===== src/rtl/fft_io_ctrl.sv =====
// ---------------------------------------------------------------------------
// fft_io_ctrl
// Frame-level I/O scheduler for the radix-4 FFT core. It collects one frame
// of N real samples from an input stream and writes them across the four
// external-port banks of RAM_A. It then pulses the core start and waits for
// a rising edge on the core ready level. Finally it streams the 17-bit
// results back out of RAM_A through a 2-entry skid FIFO with valid/ready
// flow control.
//
// Ports
//   iCLK, iRESET            clock, asynchronous active-low reset
//   iS_DATA/iS_VALID/oS_READY   input sample stream
//   oDATA/oADDR_WR/oWE      RAM_A write port (one bank per write, registered)
//   oADDR_RD                RAM_A read address, common to all banks
//   iDATA_RE_0..3           RAM_A bank read data, 1-cycle latency
//   oSTART/iRDY             core start pulse / core done level
//   oM_DATA/oM_VALID/oM_LAST/iM_READY   result output stream
//   oBUSY                   frame in progress
//   oERR                    sticky RUN-timeout flag
// ---------------------------------------------------------------------------
module fft_io_ctrl #(
    parameter int N       = 2048,
    parameter int ADDR_W  = 9,
    parameter int TIMEOUT = 65535
) (
    input  logic              iCLK,
    input  logic              iRESET,
    input  logic [15:0]       iS_DATA,
    input  logic              iS_VALID,
    output logic              oS_READY,
    output logic [15:0]       oDATA,
    output logic [ADDR_W-1:0] oADDR_WR,
    output logic [3:0]        oWE,
    output logic [ADDR_W-1:0] oADDR_RD,
    input  logic [16:0]       iDATA_RE_0,
    input  logic [16:0]       iDATA_RE_1,
    input  logic [16:0]       iDATA_RE_2,
    input  logic [16:0]       iDATA_RE_3,
    output logic              oSTART,
    input  logic              iRDY,
    output logic [16:0]       oM_DATA,
    output logic              oM_VALID,
    output logic              oM_LAST,
    input  logic              iM_READY,
    output logic              oBUSY,
    output logic              oERR
);

    localparam int              CNT_W    = ADDR_W + 2;
    localparam logic [CNT_W-1:0] LAST_IDX = CNT_W'(N - 1);
    localparam logic [15:0]     RUN_LAST = 16'(TIMEOUT - 1);

    typedef enum logic [2:0] {
        S_IDLE,
        S_LOAD,
        S_START,
        S_RUN,
        S_UNLOAD
    } state_t;

    state_t              r_state;
    logic                r_s_ready;
    logic [15:0]         r_data;
    logic [ADDR_W-1:0]   r_addr_wr;
    logic [3:0]          r_we;
    logic                r_start;
    logic                r_err;
    logic [CNT_W-1:0]    r_ld_cnt;
    logic [CNT_W-1:0]    r_rd_cnt;
    logic                r_rd_done;
    logic [15:0]         r_run_cnt;
    logic                r_rdy_prev;

    // Read return stage: one read can be in flight (address presented this
    // cycle, data arrives next cycle).
    logic                r_d_vld;
    logic [1:0]          r_d_bank;
    logic                r_d_last;

    // 2-entry output FIFO
    logic [16:0]         r_fifo_data [2];
    logic                r_fifo_last [2];
    logic                r_wr_ptr;
    logic                r_rd_ptr;
    logic [1:0]          r_occ;

    logic                w_hs;
    logic                w_rdy_rise;
    logic                w_pop;
    logic                w_push;
    logic [2:0]          w_credit;
    logic                w_issue;
    logic [16:0]         w_ret_data;

    assign w_hs       = iS_VALID & r_s_ready;
    assign w_rdy_rise = iRDY & ~r_rdy_prev;
    assign w_pop      = oM_VALID & iM_READY;
    assign w_push     = r_d_vld;

    // A new read may go out when the FIFO can still take it after the
    // in-flight return lands. Counting this cycle's pop as a freed slot is
    // what sustains one result per cycle under continuous iM_READY.
    assign w_credit = {1'b0, r_occ} + {2'b00, r_d_vld};
    assign w_issue  = (r_state == S_UNLOAD) && !r_rd_done &&
                      (w_pop ? (w_credit < 3'd3) : (w_credit < 3'd2));

    always_comb begin
        w_ret_data = iDATA_RE_0;
        case (r_d_bank)
            2'd0:    w_ret_data = iDATA_RE_0;
            2'd1:    w_ret_data = iDATA_RE_1;
            2'd2:    w_ret_data = iDATA_RE_2;
            default: w_ret_data = iDATA_RE_3;
        endcase
    end

    // Control FSM with registered outputs.
    always_ff @(posedge iCLK or negedge iRESET) begin
        if (!iRESET) begin
            r_state    <= S_IDLE;
            r_s_ready  <= 1'b0;
            r_data     <= '0;
            r_addr_wr  <= '0;
            r_we       <= '0;
            r_start    <= 1'b0;
            r_err      <= 1'b0;
            r_ld_cnt   <= '0;
            r_rd_cnt   <= '0;
            r_rd_done  <= 1'b0;
            r_run_cnt  <= '0;
            r_rdy_prev <= 1'b0;
            r_d_vld    <= 1'b0;
            r_d_bank   <= '0;
            r_d_last   <= 1'b0;
        end else begin
            r_rdy_prev <= iRDY;
            r_we       <= '0;
            r_start    <= 1'b0;

            // Sample n goes to bank n[1:0], word n[ADDR_W+1:2].
            if (w_hs) begin
                r_data    <= iS_DATA;
                r_addr_wr <= r_ld_cnt[CNT_W-1:2];
                r_we      <= 4'b0001 << r_ld_cnt[1:0];
                if (r_ld_cnt != LAST_IDX) begin
                    r_ld_cnt <= r_ld_cnt + CNT_W'(1);
                end
            end

            r_d_vld  <= w_issue;
            r_d_bank <= r_rd_cnt[1:0];
            r_d_last <= (r_rd_cnt == LAST_IDX);
            if (w_issue) begin
                if (r_rd_cnt == LAST_IDX) begin
                    r_rd_done <= 1'b1;
                end else begin
                    r_rd_cnt <= r_rd_cnt + CNT_W'(1);
                end
            end

            case (r_state)
                S_IDLE: begin
                    r_s_ready <= 1'b1;
                    if (w_hs) begin
                        r_state <= S_LOAD;
                        r_err   <= 1'b0;
                    end
                end
                S_LOAD: begin
                    if (w_hs && (r_ld_cnt == LAST_IDX)) begin
                        r_state   <= S_START;
                        r_s_ready <= 1'b0;
                    end
                end
                S_START: begin
                    // The final write is on the bus during this state, so
                    // the start pulse appears on the following cycle.
                    r_start   <= 1'b1;
                    r_run_cnt <= '0;
                    r_state   <= S_RUN;
                end
                S_RUN: begin
                    if (w_rdy_rise) begin
                        r_state <= S_UNLOAD;
                    end else if (r_run_cnt == RUN_LAST) begin
                        r_state   <= S_IDLE;
                        r_err     <= 1'b1;
                        r_s_ready <= 1'b1;
                        r_ld_cnt  <= '0;
                        r_rd_cnt  <= '0;
                        r_rd_done <= 1'b0;
                    end else begin
                        r_run_cnt <= r_run_cnt + 16'd1;
                    end
                end
                S_UNLOAD: begin
                    if (w_pop && oM_LAST) begin
                        r_state   <= S_IDLE;
                        r_s_ready <= 1'b1;
                        r_ld_cnt  <= '0;
                        r_rd_cnt  <= '0;
                        r_rd_done <= 1'b0;
                    end
                end
                default: begin
                    r_state <= S_IDLE;
                end
            endcase
        end
    end

    // Output FIFO. Push and pop in the same cycle leave occupancy unchanged.
    always_ff @(posedge iCLK or negedge iRESET) begin
        if (!iRESET) begin
            for (int i = 0; i < 2; i++) begin
                r_fifo_data[i] <= '0;
                r_fifo_last[i] <= 1'b0;
            end
            r_wr_ptr <= 1'b0;
            r_rd_ptr <= 1'b0;
            r_occ    <= '0;
        end else begin
            if (w_push) begin
                r_fifo_data[r_wr_ptr] <= w_ret_data;
                r_fifo_last[r_wr_ptr] <= r_d_last;
                r_wr_ptr              <= ~r_wr_ptr;
            end
            if (w_pop) begin
                r_rd_ptr <= ~r_rd_ptr;
            end
            r_occ <= r_occ + {1'b0, w_push} - {1'b0, w_pop};
        end
    end

    assign oS_READY = r_s_ready;
    assign oDATA    = r_data;
    assign oADDR_WR = r_addr_wr;
    assign oWE      = r_we;
    assign oADDR_RD = r_rd_cnt[CNT_W-1:2];
    assign oSTART   = r_start;
    assign oM_VALID = (r_occ != 2'd0);
    assign oM_DATA  = r_fifo_data[r_rd_ptr];
    assign oM_LAST  = oM_VALID & r_fifo_last[r_rd_ptr];
    assign oBUSY    = (r_state != S_IDLE);
    assign oERR     = r_err;

endmodule


===== config.mk =====
export PLATFORM = sky130hd
export DESIGN_NAME = fft_io_ctrl
export DESIGN_NICKNAME = d
export VERILOG_FILES = /design/src/rtl/fft_io_ctrl.sv
export SDC_FILE = /design/constraint.sdc
export NUM_CORES = 1
export LEC_CHECK = 0
export CAP_MARGIN = 20
export CORE_MARGIN = 5
export CORE_UTILIZATION = 45
export CTS_CLUSTER_DIAMETER = 40
export DETAILED_ROUTE_END_ITERATION = 16
export HOLD_SLACK_MARGIN = 0.05
export PLACE_DENSITY = 0.77
export SETUP_SLACK_MARGIN = 0.5
export SKIP_LAST_GASP = 1
export SYNTH_ARGS = -nofsm -noshare
export SYNTH_HDL_FRONTEND = slang
export SYNTH_SLANG_ARGS = --single-unit

===== constraint.sdc =====
create_clock -name iCLK -period 2.1 [get_ports iCLK]
set_clock_uncertainty 0.1 [all_clocks]
set_input_delay 0.525 -clock iCLK [delete_from_list [all_inputs] [get_ports iCLK]]
set_output_delay 0.525 -clock iCLK [all_outputs]
set_load 0.01 [all_outputs]

==> flow_metrics.env, run 1 <==
export IMPL_holdPathStages=1
export IMPL_seq_area_frac_synth_pct=50.3
export IMPL_final_setup_tns_ns=-1.55
export IMPL_crit_type="reg2out"
export IMPL_initial_core_util_pct=45.3
export IMPL_rows=42
export IMPL_core_area_um2=13100
export IMPL_clk_pin_slew_ns=0.06
export IMPL_cts_buffer_depth=2
export IMPL_worstPathArrival_ns=1.67
export IMPL_p_leak_nw=4.57
export IMPL_dieArea_um2=15600
export IMPL_nFillCells=740
export IMPL_failed_checks="setup timing"
export IMPL_async_flop_share_pct=100
export IMPL_cts_sinks=119
export IMPL_instances_no_fill=989
export IMPL_drive_above_1_share_pct=48.2
export IMPL_critPathMaxFanout=7
export IMPL_place_congestion=0.886
export IMPL_overflow=0
export IMPL_cts_tree="yes"
export IMPL_tightest_slew_ns=0.489
export IMPL_cp_slowest_cell="dfrtp_2"
export IMPL_r2r_start="r_d_vld"
export IMPL_wl_per_cell_um=20.0
export IMPL_port_buffers=149
export IMPL_cts_made_buffers=17
export IMPL_hold_viol_final=0
export IMPL_period_share_pct=109
export IMPL_yosys_warnings=0
export IMPL_critPathMaxStageDelay_ns=0.43
export IMPL_worstSetupStartpointType="flip-flop"
export IMPL_status="complete, but fails checks"
export IMPL_area_delta_synth_final_pct=67.5
export IMPL_nets=901
export IMPL_setup_violations=18
export IMPL_hold_class="in2reg"
export IMPL_first_pass_iters=5
export IMPL_reg2reg_to="r_rd_cnt[6]"
export IMPL_min_from="iRDY"
export IMPL_peakVddDrop_uv=610
export IMPL_final_common_cell="dfrtp_1"
export IMPL_ioPinCount=150
export IMPL_dp_cells=863
export IMPL_diodes=0
export IMPL_grt_pass1_vias=5635
export IMPL_drtIter0Drc=453
export IMPL_grt_pass1_wl_um=30000
export IMPL_cp_common_cell="buf_6"
export IMPL_grt_usage_pct=23.9
export IMPL_min_period_ns=2.29
export IMPL_syn_cell_area_um2=5930
export IMPL_synthFlopType="dfrtp_1"
export IMPL_rsz0062_at_grt="yes"
export IMPL_h_tree_depth=4
export IMPL_synth_edf_count=0
export IMPL_maxSlewViolCount=0
export IMPL_dieHeight_um=125
export IMPL_ys_ff_latch=119
export IMPL_rr_worst_depth=9
export IMPL_routed_via_density=5.53
export IMPL_root_buffer="clkbuf_16"
export IMPL_syn_nets=629
export IMPL_dpl_instance_area_um2=8000
export IMPL_layout_setup_ws_ns=-0.195
export IMPL_route_vias_total=5469
export IMPL_grt_max_degree=53
export IMPL_power_density_nw_per_um2=1140
export IMPL_crit_path_end_kind="output pin"
export IMPL_fp_dieW_um=125
export IMPL_hold_ws_ns=0.183
export IMPL_critPathRequiredTime_ns=1.47
export IMPL_drv_cap=0
export IMPL_synth_cell_type_count=52
export IMPL_design_area_um2=9930
export IMPL_final_antenna_net_count=0
export IMPL_wirelength_um=19800
export IMPL_crit_chain="buf_12 -> buf_16 -> buf_6 -> mux2_4 -> buf_6"
export IMPL_clock_latency_ns=0.42
export IMPL_r2r_slack_ns=0.06
export IMPL_drc=0
export IMPL_synth_cells=528
export IMPL_dp_hpwl_um=10900
export IMPL_syn_area_per_cell_um2=11.2
export IMPL_preCtsSetupSlack_ns=-0.204
export IMPL_antenna_found_initial=0
export IMPL_fmax_ghz=0.436
export IMPL_max_slew_margin_pct=67.2
export IMPL_final_cell_mix="112 x dfrtp_1, 92 x buf_4, 89 x nand2_1, 86 x clkdlybuf4s50_1, 55 x buf_6"
export IMPL_hold_path_end="r_rdy_prev"
==> Yosys cell counts (all sizes together), types with 3 or more instances <==
| cell type | number | area share, % |
|---|---|---|
| nor4 | 7 | 0.99 |
| ha | 12 | 2.5 |
| xnor2 | 21 | 3.1 |
| clkbuf | 14 | 0.89 |
| nor2 | 37 | 2.5 |
| dfrtp | 119 | 50 |
| and3 | 10 | 1.1 |
| mux4 | 17 | 6.5 |
| or3 | 3 | 0.32 |
| mux2 | 55 | 10 |
| o21ai | 6 | 0.51 |
| nand3 | 13 | 1.1 |
| and4 | 3 | 0.44 |
| a31oi | 4 | 0.42 |
| a21oi | 18 | 1.6 |
| xor2 | 4 | 0.59 |
| inv | 13 | 0.82 |
| nand2 | 92 | 5.8 |
| nor4b | 3 | 0.44 |
| mux2i | 5 | 0.84 |
| o22ai | 3 | 0.32 |
| nor3 | 12 | 1.3 |
| nand4 | 11 | 1.3 |
| a211oi | 5 | 0.63 |
| buf | 18 | 2.1 |
==> cells by family (layout without fill, tap and decap cells) <==
family | Yosys count | count (layout) | synth area share, %
flops | 119 | 119 | 50.3
xor+xnor | 25 | 25 | 3.70
mux | 77 | 77 | 17.8
simple gates | 205 | 205 | 16.9
compound gates | 45 | 45 | 5.07
fa+ha+maj | 12 | 12 | 2.53
buf+inv | 45 | 330 | 3.78
==> through the flow <==
stage          utilization [%]  power (mW)
3_5_place_dp              61.1        6.97
4_1_cts                   71.8        10.6
6_report                  75.9        11.3
5_1_grt                   75.9        11.7
3_3_place_gp              61.1        6.81
2_1_floorplan                -        5.64
==> what timing repair did <==
| item | 4_1_cts | 5_1_grt |
|---|---|---|
| resized for setup | 355 | 76 |
| cloned | 6 | 1 |
| buffers inserted | 63 | 23 |
| endpoints found under the setup margin | 141 | 121 |
| pin swaps | 43 | 20 |
| hold endpoints to repair | 22 | 0 |
| hold buffers | 1 | 0 |
==> worst max-delay path: cells and delay by family, from the launching register on <==
kind | cells | cell delay, ns
buffers and inverters | 4 | 0.52
flip-flops | 1 | 0.43
multiplexers | 1 | 0.30
==> how the worst max path moves through the flow <==
stage / startpoint / depth (start not counted) / endpoint / slack [ns]
after floorplan: r_run_cnt[0] / 8 / r_ld_cnt[2] / 0.15
final: r_rd_ptr / 5 / oM_DATA[5] / -0.19
after CTS: r_rd_ptr / 5 / oM_DATA[5] / -0.20
after detailed placement: iM_READY / 6 / r_rd_cnt[8] / -0.20
after global placement: iM_READY / 6 / r_rd_cnt[8] / -0.17
after global routing: r_rd_ptr / 5 / oM_DATA[5] / -0.23
==> layout make-up <==
type,count,area [µm²],area share [%]
clock buffer,24,492,4.95
clock inverter,8,47.5,0.479
inverter,13,51.3,0.517
multi-input combinational,364,3410,34.3
sequential,119,2990,30.1
tap,176,220,2.22
timing repair buffer,285,2720,27.4
==> sequential cells by signal (all words and copies together) (netlist names) <==
register     count
r_d_bank         2
r_wr_ptr         1
oS_READY         1
r_ld_cnt        11
r_rd_cnt        11
r_rdy_prev       1
oERR             1
oSTART           1
r_fifo_last      2
r_run_cnt       16
r_fifo_data     34
r_state          3
oADDR_WR         9
r_rd_done        1
oWE              4
r_rd_ptr         1
r_d_last         1
r_d_vld          1
r_occ            2
oDATA           16
==> where the power goes <==
part | switching (mW) | internal (mW)
logic | 2.11 | 3.33
clock network | 1.05 | 1.62
registers | 0.354 | 2.81
total | 3.51 | 7.76
==> per-layer routing <==
metal  vias up  global-route usage (%)  wire, µm
met5         -                       0         0
li1       2407                       -         -
met1      2756                    28.9      7800
met4         0                    8.25       514
met3        54                    6.86      1270
met2       252                    40.8     10200
Power figures use the tool's default switching activity.
==> run 2, diff against run 1 <==
--- a/config.mk
+++ b/config.mk
@@ -10,8 +10,8 @@
 export CORE_UTILIZATION = 45
 export CTS_CLUSTER_DIAMETER = 40
 export DETAILED_ROUTE_END_ITERATION = 16
-export HOLD_SLACK_MARGIN = 0.05
-export PLACE_DENSITY = 0.77
+export GPL_ROUTABILITY_DRIVEN = 0
+export PLACE_DENSITY = 0.73
 export SETUP_SLACK_MARGIN = 0.5
 export SKIP_LAST_GASP = 1
 export SYNTH_ARGS = -nofsm -noshare
==> run 2 against run 1 <==
Routed wire length down 5.6%; critical endpoint is now oM_LAST; register-to-register slack got worse by 0.06 ns; the flow still finishes with violations (setup timing); worst hold slack improved by 0.19 ns; core utilization fell by 1.2 points; critical path type unchanged; cell area decreased by 1.5%; highest routed layer unchanged; non-clock buffer count shrank 25; final cell count is 2.5% lower.
==> flow_metrics.env, run 2 (same netlist as run 1, synthesis figures left out) <==
export IMPL_status="complete, but fails checks"
export IMPL_failed_checks="setup timing"
export IMPL_routed_via_density=5.37
export IMPL_cp_slowest_cell="dfrtp_2"
export IMPL_crit_chain="buf_6 -> buf_6 -> mux2i_4 -> a21oi_2 -> buf_4"
export IMPL_rsz0062_at_grt="yes"
export IMPL_cp_endpoint="oM_LAST"
export IMPL_initial_core_util_pct=45.3
export IMPL_final_common_cell="dfrtp_1"
export IMPL_rr_worst_depth=11
export IMPL_hold_viol_final=0
export IMPL_port_buffers=149
export IMPL_drtIter0Drc=297
export IMPL_final_antenna_net_count=0
export IMPL_root_buffer="clkbuf_16"
export IMPL_core_area_um2=13100
export IMPL_cts_sinks=119
export IMPL_drv_cap=0
export IMPL_min_period_ns=2.19
export IMPL_h_tree_depth=4
export IMPL_worstSetupStartpointType="flip-flop"
export IMPL_wirelength_um=18700
export IMPL_clock_latency_ns=0.42
export IMPL_dpl_instance_area_um2=8000
export IMPL_reg2reg_to="r_rd_cnt[2]"
export IMPL_fp_dieW_um=125
export IMPL_grt_pass1_vias=5473
export IMPL_largest_reg_flops=34
export IMPL_critPathMaxStageDelay_ns=0.42
export IMPL_critPathMaxFanout=2
export IMPL_grt_max_degree=28
export IMPL_crit_path_end_kind="output pin"
export IMPL_cts_buffer_depth=2
export IMPL_dieHeight_um=125
export IMPL_regMostFlops="r_fifo_data"
export IMPL_crit_type="reg2out"
export IMPL_cp_common_cell="buf_6"
export IMPL_clk_pin_slew_ns=0.05
export IMPL_peakVddDrop_uv=685
export IMPL_cp_startpoint="r_rd_ptr"
export IMPL_maxSlewViolCount=0
export IMPL_critPathRequiredTime_ns=1.47
export IMPL_overflow=0
export IMPL_diodes=0
export IMPL_setup_violations=18
export IMPL_hold_class="reg2reg"
export IMPL_dp_hpwl_um=10800
export IMPL_fmax_ghz=0.456
export IMPL_drive_above_1_share_pct=47.2
export IMPL_first_pass_iters=5
export IMPL_antenna_found_initial=0
export IMPL_r2r_start="r_rd_ptr"
export IMPL_total_power_mw=11.4
export IMPL_tightest_slew_ns=0.359
export IMPL_final_util_pct=74.7
export IMPL_final_cell_mix="111 x dfrtp_1, 88 x nand2_1, 87 x clkdlybuf4s50_1, 63 x buf_4, 50 x buf_6"
export IMPL_design_area_um2=9780
export IMPL_layout_setup_ws_ns=-0.0912
export IMPL_grt_pass1_wl_um=28800
export IMPL_drc=0
export IMPL_rows=42
export IMPL_grt_usage_pct=22.7
export IMPL_cts_made_buffers=17
export IMPL_r2r_slack_ns=0
export IMPL_p_leak_nw=4.42
export IMPL_wl_per_cell_um=19.4
export IMPL_nets=876
export IMPL_max_slew_margin_pct=75.9
export IMPL_power_density_nw_per_um2=1170
export IMPL_worstPathArrival_ns=1.57
export IMPL_ioPinCount=150
export IMPL_final_setup_tns_ns=-1.13
export IMPL_route_vias_total=5181
export IMPL_period_share_pct=104
export IMPL_dieArea_um2=15600
export IMPL_cts_tree="yes"
export IMPL_area_delta_synth_final_pct=65.0
run 2: changes by cell type in the layout (fill, tap and decap cells not counted), moves of 3 or more:
cell and change:
mux2_4 -5, mux2_2 +5, buf_4 -29, a21oi_2 +3
nor3_4 +3, buf_2 +7, a21oi_4 -3, clkbuf_8 -3
buf_6 -5
run 2: per-stage QoR:
stage	worst slack, ns	hold WS [ns]	cells
after floorplan	0.153	0.129	528
after global placement	-0.159	0.355	862
after detailed placement	-0.239	0.360	862
after CTS	-0.0804	0.371	950
after global routing	-0.120	0.408	964
final	-0.0912	0.372	964
run 2: worst max-delay path, delay by kind of cell (launching register included):
family	cells	cell delay [ns]
buffers and inverters	3	0.40
muxes	1	0.18
DFF	1	0.42
AOI/OAI and AO/OA	1	0.14
run 2: worst min-delay path by stage:
stage | start | end | slack, ns | cells past startpoint
global placement | iRESET | r_fifo_data[5] | 0.35 | 1
floorplan | iRESET | oADDR_WR[0] | 0.13 | 0
CTS | oDATA[15] | oDATA[15] | 0.37 | 2
finish | oDATA[15] | oDATA[15] | 0.37 | 2
detailed placement | iRESET | r_fifo_data[22] | 0.36 | 1
global route | oDATA[6] | oDATA[6] | 0.41 | 2
run 2: what timing repair did:
item,4_1_cts,5_1_grt
gates resized for setup,366,72
endpoints found under the setup margin,137,114
pin swaps,46,30
setup buffers,49,12
hold buffers,1,0
endpoints found under the hold margin,18,0
cloned,6,2
run 2: layout make-up:
cell class                 instances  area (µm²)
clock buffer                      23         458
clock inverter                     9         101
fill                             759        3310
inverter                          13        56.3
multi-input combinational        364        3410
sequential                       119        2990
tap                              176         220
timing repair buffer             260        2540
run 2: layer usage:
metal  global-route usage, %  share of wire (%)  vias up
met2                    39.6                 52      174
met5                       0                  0        -
met3                    6.78                5.9       30
met1                    27.5                 40     2622
li1                        -                  -     2355
met4                    6.06                1.8        0
run 2: power by group:
| group | internal (mW) | switching, mW |
|---|---|---|
| clock network | 1.77 | 1.04 |
| registers | 2.81 | 0.392 |
| logic | 3.27 | 2.12 |
| total | 7.85 | 3.56 |
==> run 3, diff against run 2 <==
--- a/config.mk
+++ b/config.mk
@@ -5,7 +5,6 @@
 export SDC_FILE = /design/constraint.sdc
 export NUM_CORES = 1
 export LEC_CHECK = 0
-export CAP_MARGIN = 20
 export CORE_MARGIN = 5
 export CORE_UTILIZATION = 45
 export CTS_CLUSTER_DIAMETER = 40
==> results of run 3 <==
No change in the layout: final DEF, timing and power equal those of run 2.
